<file path="src/rtl/instr_issue.sv">
// In-order instruction issue queue feeding the super-ALU datapath.
// A per-register scoreboard holds back the head until its register sources have been written.
module instr_issue #(
    parameter int unsigned DEPTH  = 4,
    parameter int unsigned WB_LAT = 2
) (
    input  logic        clk,
    input  logic        rst_n,
    input  logic        in_valid,
    input  logic [47:0] in_instr,
    output logic        in_ready,
    output logic        out_valid,
    input  logic        out_ready,
    output logic [47:0] out_instr,
    input  logic        flush,
    output logic [4:0]  count,
    output logic        hazard,
    output logic [15:0] issued_cnt
);

    localparam int unsigned PW = (DEPTH > 1) ? $clog2(DEPTH) : 1;

    logic [47:0]   r_mem [DEPTH];
    logic [PW-1:0] r_wptr;
    logic [PW-1:0] r_rptr;
    logic [4:0]    r_count;
    logic [1:0]    r_sb [8];
    logic [15:0]   r_issued;

    logic [47:0]   w_head;
    logic          w_nonempty;
    logic          w_blocked;
    logic          w_push;
    logic          w_pop;
    logic [3:0]    w_src_busy;

    assign w_head     = r_mem[r_rptr];
    assign w_nonempty = (r_count != 5'd0);

    // A counter of 1 means the producer's write lands on this edge, so a dependent may issue
    // alongside it; this puts a consumer exactly WB_LAT cycles behind its producer.
    assign w_src_busy[0] = w_head[38] && (r_sb[w_head[32:30]] > 2'd1);
    assign w_src_busy[1] = w_head[29] && (r_sb[w_head[23:21]] > 2'd1);
    assign w_src_busy[2] = w_head[20] && (r_sb[w_head[14:12]] > 2'd1);
    assign w_src_busy[3] = w_head[11] && (r_sb[w_head[5:3]]   > 2'd1);
    assign w_blocked     = |w_src_busy;

    assign in_ready   = (r_count < 5'(DEPTH));
    assign out_valid  = w_nonempty && !w_blocked;
    assign hazard     = w_nonempty && w_blocked;
    assign out_instr  = w_nonempty ? w_head : 48'h0;
    assign count      = r_count;
    assign issued_cnt = r_issued;

    assign w_push = in_valid && in_ready && !flush;
    assign w_pop  = out_valid && out_ready && !flush;

    always_ff @(posedge clk) begin
        if (w_push) begin
            r_mem[r_wptr] <= in_instr;
        end
    end

    always_ff @(posedge clk or negedge rst_n) begin
        if (!rst_n) begin
            r_wptr   <= '0;
            r_rptr   <= '0;
            r_count  <= 5'd0;
            r_issued <= 16'd0;
            for (int i = 0; i < 8; i++) begin
                r_sb[i] <= 2'd0;
            end
        end else begin
            if (flush) begin
                r_wptr  <= '0;
                r_rptr  <= '0;
                r_count <= 5'd0;
            end else begin
                if (w_push) begin
                    r_wptr <= r_wptr + 1'b1;
                end
                if (w_pop) begin
                    r_rptr <= r_rptr + 1'b1;
                end
                if (w_push && !w_pop) begin
                    r_count <= r_count + 5'd1;
                end else if (w_pop && !w_push) begin
                    r_count <= r_count - 5'd1;
                end
            end

            if (w_pop) begin
                r_issued <= r_issued + 16'd1;
            end

            for (int i = 0; i < 8; i++) begin
                if (w_pop && (w_head[2:0] == 3'(i))) begin
                    r_sb[i] <= 2'(WB_LAT);
                end else if (r_sb[i] != 2'd0) begin
                    r_sb[i] <= r_sb[i] - 2'd1;
                end
            end
        end
    end

endmodule

</file>
<file path="config.mk">
export PLATFORM = sky130hd
export DESIGN_NAME = instr_issue
export DESIGN_NICKNAME = d
export VERILOG_FILES = /design/src/rtl/instr_issue.sv
export SDC_FILE = /design/constraint.sdc
export NUM_CORES = 1
export LEC_CHECK = 0
export ABC_AREA = 1
export CAP_MARGIN = 30
export CELL_PAD_IN_SITES_DETAIL_PLACEMENT = 1
export CELL_PAD_IN_SITES_GLOBAL_PLACEMENT = 1
export CORE_MARGIN = 10
export CORE_UTILIZATION = 48
export CTS_CLUSTER_DIAMETER = 120
export DETAILED_ROUTE_END_ITERATION = 12
export PLACE_DENSITY = 0.93
export SLEW_MARGIN = 40
export SYNTH_ARGS = -nofsm -noshare
export SYNTH_HDL_FRONTEND = slang
export SYNTH_SLANG_ARGS = --single-unit
</file>
<file path="constraint.sdc">
create_clock -name clk -period 7.5 [get_ports clk]
set_clock_uncertainty 0.15 [all_clocks]
set_input_delay 0.75 -clock clk [delete_from_list [all_inputs] [get_ports clk]]
set_output_delay 0.75 -clock clk [all_outputs]
set_load 0.1 [all_outputs]
</file>
==> impl_metrics.py, run 1 <==
metrics = {
    "clock_tree": {
        "numClockSinks": 233,
        "worst_setup_hold_path_clk_slew_ns": 0.06,
        "post_cts.repair.setup_buffers": 0,
        "ctsResizeCount": 0,
        "clock_insertion_delay_worst_skew_ns": 0.54,
        "cts_max_path_buffers": 3,
        "cts_hold_buf": 0,
        "cts_tree": "yes",
        "cts_made_buffers": 25,
        "cts_htree_levels": 1,
        "cts_root_buffer": "sky130_fd_sc_hd__clkbuf_16",
    },
    "placed_design": {
        "gp_routability_congestion": 0.8093,
        "detailed_place_hpwl_mm": 18.08,
        "dp.cells": 1300,
        "buffer_ports.inserted": 124,
    },
    "outcome": {
        "run_status": "finished, final reports clean",
    },
    "synthesis": {
        "yosysWarnings": 0,
        "post_synth.cell_area_avg_sq_um": 10.98,
        "synth.distinct_cells": 37,
        "synthArstFlopShare_pct": 17.60,
        "synth.area.top_cells": "sky130_fd_sc_hd__edfxtp_1 56%, sky130_fd_sc_hd__dfrtp_1 10%, sky130_fd_sc_hd__nor2_1 6.4%",
        "synthesis.nets": 1005,
        "post_synth_edffs": 192,
        "syn-instance-count": 934,
        "synth-seq-cells": 233,
        "ys_dominant_reg_cell": "sky130_fd_sc_hd__edfxtp_1",
        "synth_most_common_cell": "sky130_fd_sc_hd__edfxtp_1",
        "yosys-top-cells-count": "192 x sky130_fd_sc_hd__edfxtp_1, 175 x sky130_fd_sc_hd__nor2_1, 141 x sky130_fd_sc_hd__nand2_1, 70 x sky130_fd_sc_hd__o21ai_0, 63 x sky130_fd_sc_hd__nand3_1",
        "yosysSeqAreaShare_pct": 66.24,
        "synth_top_area_share_pct": 56.24,
        "yosys.area.top_type": "sky130_fd_sc_hd__edfxtp_1",
        "mappedNetlistArea_sq_mm": 0.01025,
    },
    "die": {
        "core_region_area_sq_mm": 0.02102,
        "io-pin-count": 125,
        "effective_utilization_at_floorplan_pct": 48.77,
        "chipWidth_microns": 166.1,
        "area_of_the_die_sq_mm": 0.02760,
        "die-height_microns": 166.1,
        "fp-row-count": 53,
    },
    "final_layout": {
        "fin_nets": 1123,
        "fraction_of_final_layout_cells_with_drive_strength_greater_than_1_pct": 13.17,
        "fillers": 2222,
        "antenna-diode-count": 0,
        "syn_to_final_growth_pct": 17.77,
        "instances_no_fill": 1346,
    },
    "timing": {
        "timing.slew.headroom_pct": 48.85,
        "drv_slew": 0,
        "fmaxAchievable_mhz": 220.1,
        "max_slew.worst_pin.slew_ns": 0.7673,
        "grt_setup_unrepaired": "no",
        "fin_tns_setup_ns": 0,
        "timing.final.crit_share_pct": 60.58,
        "finalHoldViolations": 0,
        "setup_viol": 0,
        "final_period_minus_worst_setup_slack_ns": 4.544,
    },
    "worst_setup_path": {
        "timing.critical_path.required_ns": 6.60,
        "critical_path.max_fanout": 60,
        "critPathLaunch": "r_rptr[1]",
        "critical_path_arrival_ns": 3.64,
        "worstSetupPathType": "register to primary output",
        "worstReg2RegStart": "r_rptr[1]",
        "crit_path_start_kind": "register",
        "crit_path_end_kind": "primary output",
    },
    "route": {
        "num_vias": 7494,
        "routedWlPerCell_microns": 21.78,
        "ant_nets": 0,
        "drc_violations_left": 0,
        "finalWirelength_mm": 29.32,
        "violation_count_after_the_first_detailed_routing_iteration": 549,
        "route.detailed.vias_per_inst": 5.568,
        "detail_route.first_pass.iterations": 5,
    },
    "global_routing": {
        "global_route_wire_length_before_repair_mm": 45.85,
        "grt_pass1_vias": 8268,
        "total_grt_usage_pct": 20.55,
        "antenna_found_initial": 4,
        "grt_overflow_total": 0,
        "grt_start_max_net_pins": 99,
    },
    "flow_run": {
        "maxCapViolations": 0,
    },
    "hold_path": {
        "min_path_type": "primary input to asynchronous set/reset pin",
    },
}
==> metal layers <==
| metal | part of all wire [%] | vias up | global-route usage [%] |
|---|---|---|---|
| met5 | 0.18 | - | 0 |
| met4 | 3.0 | 8 | 6.972 |
| met3 | 5.4 | 75 | 4.875 |
| met2 | 51 | 218 | 36.98 |
| met1 | 40 | 3756 | 23.34 |
| li1 | - | 3437 | - |
==> final timing paths <==
check	to	slack, ns	depth (start not counted)
min in group clk	issued_cnt[6]	0.36	1
min	issued_cnt[14]	0.05	1
max	out_valid	2.96	10
max in group asynchronous	r_rptr[1]	6.73	1
max reg2reg	count[4]	3.11	19
min reg2reg	issued_cnt[6]	0.36	1
==> layout by cell type (no fill, tap or decap), types with 7 or more instances in the layout <==
cell | Yosys | routed
sky130_fd_sc_hd__a21oi_1 | 47 | 47
sky130_fd_sc_hd__buf_2 | 5 | 72
sky130_fd_sc_hd__buf_4 | 3 | 7
sky130_fd_sc_hd__clkbuf_1 | 13 | 13
sky130_fd_sc_hd__clkbuf_16 | 0 | 25
sky130_fd_sc_hd__clkdlybuf4s50_1 | 0 | 51
sky130_fd_sc_hd__dfrtp_1 | 41 | 39
sky130_fd_sc_hd__edfxtp_1 | 192 | 192
sky130_fd_sc_hd__ha_1 | 17 | 17
sky130_fd_sc_hd__inv_1 | 56 | 56
sky130_fd_sc_hd__nand2_1 | 141 | 141
sky130_fd_sc_hd__nand3_1 | 63 | 63
sky130_fd_sc_hd__nand3_2 | 9 | 9
sky130_fd_sc_hd__nor2_1 | 175 | 171
sky130_fd_sc_hd__nor2_4 | 3 | 7
sky130_fd_sc_hd__nor3_1 | 8 | 7
sky130_fd_sc_hd__o211ai_1 | 9 | 9
sky130_fd_sc_hd__o21ai_0 | 70 | 70
sky130_fd_sc_hd__o21ai_1 | 8 | 8
sky130_fd_sc_hd__xor2_1 | 19 | 19
==> cell type report <==
class | count | area, sq um | area share (%)
Clock buffer | 38 | 674.4 | 5.585
Clock inverter | 8 | 56.30 | 0.4663
Inverter | 59 | 224.0 | 1.855
Multi-Input combinational cell | 602 | 3044 | 25.21
Sequential cell | 233 | 6797 | 56.29
Tap cell | 275 | 344.1 | 2.850
Timing Repair Buffer | 131 | 934.6 | 7.741
==> sequential cells by signal, indices dropped and copies added (netlist names) <==
name and flops:
r_wptr 2, r_rptr 2, issued_cnt 16, r_sb 16
r_mem 192, count 5
==> cells by family (layout without fill, tap and decap cells) <==
logic type,Yosys count,in the layout,share of synthesized area [%]
compound gates,142,142,7.530
simple gates,418,418,17.50
fa+ha+maj,18,18,2.270
buf+inv,99,236,4.406
xor+xnor,24,24,2.050
flops,233,233,66.24
==> metrics by stage <==
step	hold WS, ns	area (sq um)	setup WS, ns	util, %
floorplan	0.3044	10250	1.719	-
global placement	0.3470	11700	2.922	55.63
detailed placement	0.3573	11340	3.168	53.96
CTS	0.07077	12070	2.987	57.44
global route	0.09301	12070	2.680	57.44
finish	0.05385	12070	2.956	57.44
==> worst max-delay path, stage by stage (launching register included) <==
cell                      delay, ns
sky130_fd_sc_hd__dfrtp_4       0.73
sky130_fd_sc_hd__inv_4         0.60
sky130_fd_sc_hd__nand2_1       0.22
sky130_fd_sc_hd__o21ai_1       0.36
sky130_fd_sc_hd__inv_1         0.11
sky130_fd_sc_hd__nand3_1       0.08
sky130_fd_sc_hd__nand3_1       0.07
sky130_fd_sc_hd__nand3_1       0.08
sky130_fd_sc_hd__nand2_1       0.11
sky130_fd_sc_hd__nor3_1        0.20
sky130_fd_sc_hd__buf_2         0.48
Power of run 1 is left out: the tool's default activity adds up to more than one toggle a clock period on the data nets, which glitch-free logic cannot reach.
==> run 2, diff against run 1 <==
--- a/config.mk
+++ b/config.mk
@@ -10,10 +10,10 @@
 export CELL_PAD_IN_SITES_DETAIL_PLACEMENT = 1
 export CELL_PAD_IN_SITES_GLOBAL_PLACEMENT = 1
 export CORE_MARGIN = 10
-export CORE_UTILIZATION = 48
+export CORE_UTILIZATION = 44
 export CTS_CLUSTER_DIAMETER = 120
 export DETAILED_ROUTE_END_ITERATION = 12
-export PLACE_DENSITY = 0.93
+export PLACE_DENSITY = 0.86
 export SLEW_MARGIN = 40
 export SYNTH_ARGS = -nofsm -noshare
 export SYNTH_HDL_FRONTEND = slang
==> constraint.sdc (replaced) <==
create_clock -name clk -period 4.7 [get_ports clk]
set_clock_uncertainty 0.15 [all_clocks]
set_input_delay 0.47 -clock clk [delete_from_list [all_inputs] [get_ports clk]]
set_output_delay 0.47 -clock clk [all_outputs]
set_load 0.1 [all_outputs]
==> run 2 against run 1 <==
Worst setup slack worse by 2.3 ns; final area is 3.7% higher; first-iteration DRC count is 1.3% higher; sequential share of layout area is 2.0 points lower; global-route usage is 1.9 points lower; largest cell class unchanged; highest routed layer unchanged.
==> impl_metrics.py, run 2 (synthesized netlist as in run 1, its figures left out) <==
metrics = {
    "global_routing": {
        "global_route_wire_length_before_repair_mm": 45.50,
        "grt_start_max_net_pins": 63,
        "total_grt_usage_pct": 18.61,
        "grt_pass1_vias": 8334,
        "grt_overflow_total": 0,
        "antenna_found_initial": 3,
    },
    "flow_run": {
        "maxCapViolations": 0,
    },
    "clock_tree": {
        "clock_insertion_delay_worst_skew_ns": 0.54,
        "cts_max_path_buffers": 3,
        "cts_htree_levels": 1,
        "numClockSinks": 233,
        "cts_made_buffers": 26,
        "cts_tree": "yes",
        "ctsResizeCount": 0,
        "cts_root_buffer": "sky130_fd_sc_hd__clkbuf_16",
        "cts_hold_buf": 1,
        "worst_setup_hold_path_clk_slew_ns": 0.06,
        "post_cts.repair.setup_buffers": 0,
    },
    "route": {
        "num_vias": 7455,
        "routedWlPerCell_microns": 20.37,
        "drc_violations_left": 0,
        "detail_route.first_pass.iterations": 4,
        "violation_count_after_the_first_detailed_routing_iteration": 556,
        "route.detailed.vias_per_inst": 5.344,
        "ant_nets": 0,
        "finalWirelength_mm": 28.41,
    },
    "final_layout": {
        "syn_to_final_growth_pct": 22.11,
        "fin_nets": 1131,
        "fraction_of_final_layout_cells_with_drive_strength_greater_than_1_pct": 14.63,
        "regMostFlops": "r_mem",
        "max_ffs_per_register": 192,
        "mostFrequentLayoutCells": "192 x sky130_fd_sc_hd__edfxtp_1, 170 x sky130_fd_sc_hd__nor2_1, 141 x sky130_fd_sc_hd__nand2_1, 70 x sky130_fd_sc_hd__o21ai_0, 63 x sky130_fd_sc_hd__nand3_1",
        "post-route-cell-area_sq_mm": 0.01252,
        "final_core_util_pct": 54.96,
        "layout.cells.most_common": "sky130_fd_sc_hd__edfxtp_1",
        "instances_no_fill": 1395,
    },
    "worst_setup_path": {
        "critical_path.max_fanout": 40,
        "worstSetupPathType": "register to register",
        "crit_path_start_kind": "register",
        "critical_path_arrival_ns": 4.34,
        "timing.critical_path.required_ns": 5.01,
        "crit_path_end_kind": "register",
    },
    "outcome": {
        "run_status": "finished, final reports clean",
    },
    "placed_design": {
        "buffer_ports.inserted": 124,
        "dp.cells": 1343,
        "detailed_place_hpwl_mm": 18.84,
        "dpl_cell_area_sq_mm": 0.01161,
        "gp_routability_congestion": 0.7684,
    },
    "die": {
        "effective_utilization_at_floorplan_pct": 45.01,
        "io-pin-count": 125,
        "area_of_the_die_sq_mm": 0.02981,
        "core_region_area_sq_mm": 0.02278,
        "fp-row-count": 55,
        "chipWidth_microns": 172.6,
        "die-height_microns": 172.6,
    },
    "hold_path": {
        "min_path_type": "primary input to asynchronous set/reset pin",
    },
    "timing": {
        "timing.final.crit_share_pct": 85.71,
        "max_slew.worst_pin.slew_ns": 0.7506,
        "timing.slew.headroom_pct": 49.84,
        "fin_tns_setup_ns": 0,
        "grt_setup_unrepaired": "no",
        "fmaxAchievable_mhz": 248.2,
        "final_period_minus_worst_setup_slack_ns": 4.028,
        "drv_slew": 0,
        "finalHoldViolations": 0,
        "setup_viol": 0,
    },
}
==> run 2: layout make-up <==
class,count,area (sq um)
antenna,2,5.005
clock buffer,30,665.6
clock inverter,18,211.5
fill,2420,10260
inverter,59,224.0
multi-input combinational,602,3047
sequential,233,6794
tap,313,391.6
timing repair buffer,138,1181
==> run 2: worst max-delay path, cell delays in order (launching register included) <==
cell                      delay [ns]
sky130_fd_sc_hd__dfrtp_2        0.61
sky130_fd_sc_hd__inv_4          0.46
sky130_fd_sc_hd__nand2_1        0.10
sky130_fd_sc_hd__o21ai_1        0.33
sky130_fd_sc_hd__inv_1          0.13
sky130_fd_sc_hd__nand3_1        0.12
sky130_fd_sc_hd__nand3_1        0.10
sky130_fd_sc_hd__nand3_1        0.08
sky130_fd_sc_hd__nand2_1        0.10
sky130_fd_sc_hd__nor2_4         0.18
sky130_fd_sc_hd__nand3_2        0.19
sky130_fd_sc_hd__nand2_1        0.24
sky130_fd_sc_hd__ha_1           0.31
sky130_fd_sc_hd__a21oi_1        0.15
sky130_fd_sc_hd__nand2_1        0.09
sky130_fd_sc_hd__xor2_1         0.22
sky130_fd_sc_hd__inv_1          0.07
sky130_fd_sc_hd__nand3_1        0.09
sky130_fd_sc_hd__nand3_1        0.09
sky130_fd_sc_hd__o21ai_1        0.12
==> run 2: worst paths after layout <==
check / depth (start not counted) / from / slack, ns / to
max: 19 / r_rptr[1] / 0.67 / count[4]
min in group clk: 2 / r_sb[7] / 0.37 / r_sb[7]
min: 2 / rst_n / 0.35 / issued_cnt[13]
min reg2reg: 2 / r_sb[7] / 0.37 / r_sb[7]
max in group asynchronous: 2 / rst_n / 3.64 / r_rptr[0]
max reg2reg: 19 / r_rptr[1] / 0.67 / count[4]
==> run 2: stage by stage <==
| stage | worst slack (ns) | hold slack, ns |
|---|---|---|
| 3_5_place_dp | 0.7321 | 0.3517 |
| 3_3_place_gp | 1.072 | 0.3459 |
| 5_1_grt | 0.3312 | 0.3903 |
| 4_1_cts | 0.6706 | 0.3406 |
| 6_report | 0.6715 | 0.3540 |
| 2_1_floorplan | 0.07599 | 0.02441 |
==> run 2: per-layer routing <==
layer	up-vias	GRT usage, %	wire [microns]
li1	3461	-	-
met1	3742	22.30	11740
met2	196	32.97	14630
met3	54	4.073	1474
met4	2	5.002	554
met5	-	0	13
Power of run 2 is left out for the same reason.
==> run 3, diff against run 2 <==
--- a/config.mk
+++ b/config.mk
@@ -14,6 +14,7 @@
 export CTS_CLUSTER_DIAMETER = 120
 export DETAILED_ROUTE_END_ITERATION = 12
 export PLACE_DENSITY = 0.86
+export SKIP_CTS_REPAIR_TIMING = 1
 export SLEW_MARGIN = 40
 export SYNTH_ARGS = -nofsm -noshare
 export SYNTH_HDL_FRONTEND = slang
==> constraint.sdc (replaced) <==
create_clock -name clk -period 4.5 [get_ports clk]
set_clock_uncertainty 0.15 [all_clocks]
set_input_delay 0.45 -clock clk [delete_from_list [all_inputs] [get_ports clk]]
set_output_delay 0.45 -clock clk [all_outputs]
set_load 0.1 [all_outputs]
==> run 3 against run 2 <==
Critical path depth stayed put; register-to-register slack got worse by 0.03 ns; critical endpoint unchanged; worst hold slack got worse by 0.057 ns; global-route usage is 0.58 points lower; final cell count down 0.36%; highest routed layer unchanged; maximum frequency grew 4.4%.
==> impl_metrics.py, run 3 (synthesized netlist as in run 1, its figures left out) <==
metrics = {
    "clock_tree": {
        "cts_root_buffer": "sky130_fd_sc_hd__clkbuf_16",
        "worst_setup_hold_path_clk_slew_ns": 0.06,
        "numClockSinks": 233,
        "cts_tree": "yes",
        "cts_max_path_buffers": 3,
        "clock_insertion_delay_worst_skew_ns": 0.55,
        "cts_htree_levels": 1,
        "cts_made_buffers": 26,
    },
    "timing": {
        "max_slew.worst_pin.slew_ns": 0.7741,
        "setup_viol": 0,
        "timing.slew.headroom_pct": 48.39,
        "final_period_minus_worst_setup_slack_ns": 3.859,
        "finalHoldViolations": 0,
        "fin_tns_setup_ns": 0,
        "drv_slew": 0,
        "fmaxAchievable_mhz": 259.2,
        "timing.final.crit_share_pct": 85.75,
        "grt_setup_unrepaired": "no",
    },
    "worst_setup_path": {
        "worstSetupPathType": "register to register",
        "critical_path.reg2reg.endpoint": "count[4]",
        "r2r_setup_slack_ns": 0.64,
        "worstReg2RegStart": "r_rptr[0]",
        "crit_path_start_kind": "register",
        "worstPathCellList": "inv_2, nor2_1, o21ai_0, nand2_1, nand3_1, nand3b_1, nand3_1, nand2_1, nor2_4, nand3_2, nand2_1, ha_1, a21oi_1, nand2_1, xor2_1, inv_1, nand3_1, nand3_1, o21ai_1",
        "delay_of_the_slowest_cell_on_the_worst_path_ns": 0.50,
        "timing.critical_path.required_ns": 4.81,
        "worstRegToRegCells": 19,
        "crit_path_end_kind": "register",
        "critical_path.max_fanout": 40,
        "critical_path_arrival_ns": 4.17,
        "critical-path-slowest-cell": "sky130_fd_sc_hd__inv_2",
    },
    "route": {
        "drc_violations_left": 0,
        "ant_nets": 0,
        "route.detailed.vias_per_inst": 5.340,
        "num_vias": 7422,
        "detail_route.first_pass.iterations": 5,
        "violation_count_after_the_first_detailed_routing_iteration": 580,
        "finalWirelength_mm": 27.78,
        "routedWlPerCell_microns": 19.98,
    },
    "placed_design": {
        "detailed_place_hpwl_mm": 18.15,
        "dpl_cell_area_sq_mm": 0.01163,
        "dp.cells": 1341,
        "gp_routability_congestion": 0.8099,
        "buffer_ports.inserted": 124,
    },
    "final_layout": {
        "fin_nets": 1128,
        "final_core_util_pct": 54.55,
        "max_ffs_per_register": 192,
        "instances_no_fill": 1390,
        "post-route-cell-area_sq_mm": 0.01243,
        "syn_to_final_growth_pct": 21.20,
        "layout.cells.most_common": "sky130_fd_sc_hd__edfxtp_1",
        "fraction_of_final_layout_cells_with_drive_strength_greater_than_1_pct": 13.77,
        "regMostFlops": "r_mem",
        "mostFrequentLayoutCells": "192 x sky130_fd_sc_hd__edfxtp_1, 170 x sky130_fd_sc_hd__nor2_1, 141 x sky130_fd_sc_hd__nand2_1, 70 x sky130_fd_sc_hd__o21ai_0, 63 x sky130_fd_sc_hd__nand3_1",
    },
    "die": {
        "effective_utilization_at_floorplan_pct": 45.01,
        "die-height_microns": 172.6,
        "chipWidth_microns": 172.6,
        "area_of_the_die_sq_mm": 0.02981,
        "core_region_area_sq_mm": 0.02278,
        "fp-row-count": 55,
        "io-pin-count": 125,
    },
    "outcome": {
        "run_status": "finished, final reports clean",
    },
    "global_routing": {
        "antenna_found_initial": 3,
        "total_grt_usage_pct": 18.03,
        "grt_pass1_vias": 8105,
        "global_route_wire_length_before_repair_mm": 44.37,
        "grt_start_max_net_pins": 99,
        "grt_overflow_total": 0,
    },
    "hold_path": {
        "min_path_type": "primary input to asynchronous set/reset pin",
    },
    "flow_run": {
        "maxCapViolations": 0,
    },
}
## run 3: cell types whose count changed in the layout (fill, tap and decap cells not counted), moves of 2 or more
cell,previous run,this run
sky130_fd_sc_hd__buf_12,5,7
sky130_fd_sc_hd__clkinv_2,6,1
sky130_fd_sc_hd__bufinv_16,4,1
sky130_fd_sc_hd__clkbuf_1,4,10
sky130_fd_sc_hd__buf_4,58,54
## run 3: worst max path at each step
stage,start,to,slack [ns],cells past startpoint
after floorplan,count[4],r_mem[0][0],0.08,7
after global placement,r_rptr[0],count[4],1.0,20
after detailed placement,r_rptr[0],count[4],0.66,19
after CTS,r_rptr[0],count[4],0.61,19
after global routing,r_rptr[0],count[4],0.26,19
final,r_rptr[0],count[4],0.64,19
## run 3: metal layers
layer / vias to the layer above / global-route usage (%) / wire [microns]
met4: 2 / 5.002 / 619
met1: 3704 / 22.45 / 11730
met5: - / 0 / 13
met2: 218 / 30.71 / 13760
li1: 3451 / - / -
met3: 47 / 4.160 / 1652
## run 3: per-stage QoR
step | worst slack (ns) | hold slack, ns
final | 0.6413 | 0.2966
after global routing | 0.2596 | 0.3471
after CTS | 0.6083 | -0.2337
after detailed placement | 0.6565 | 0.3253
after global placement | 0.9993 | 0.3470
after floorplan | 0.08209 | 0.004409
## run 3: area by class of cell
class | count | area (sq um)
tap | 313 | 391.6
fill | 2406 | 10350
sequential | 233 | 6794
multi-input combinational | 602 | 3052
inverter | 59 | 224.0
timing repair buffer | 135 | 1176
antenna | 2 | 5.005
clock buffer | 36 | 688.2
clock inverter | 10 | 95.09
## run 3: worst max-delay path, delay by kind of cell (launching register included)
kind            cells  cell delay (ns)
fa+ha+maj           1             0.31
xor+xnor            1             0.17
flops               1             0.43
simple gates       12             1.54
compound gates      3             0.61
buf+inv             2             0.56
Power of run 3 is left out for the same reason.
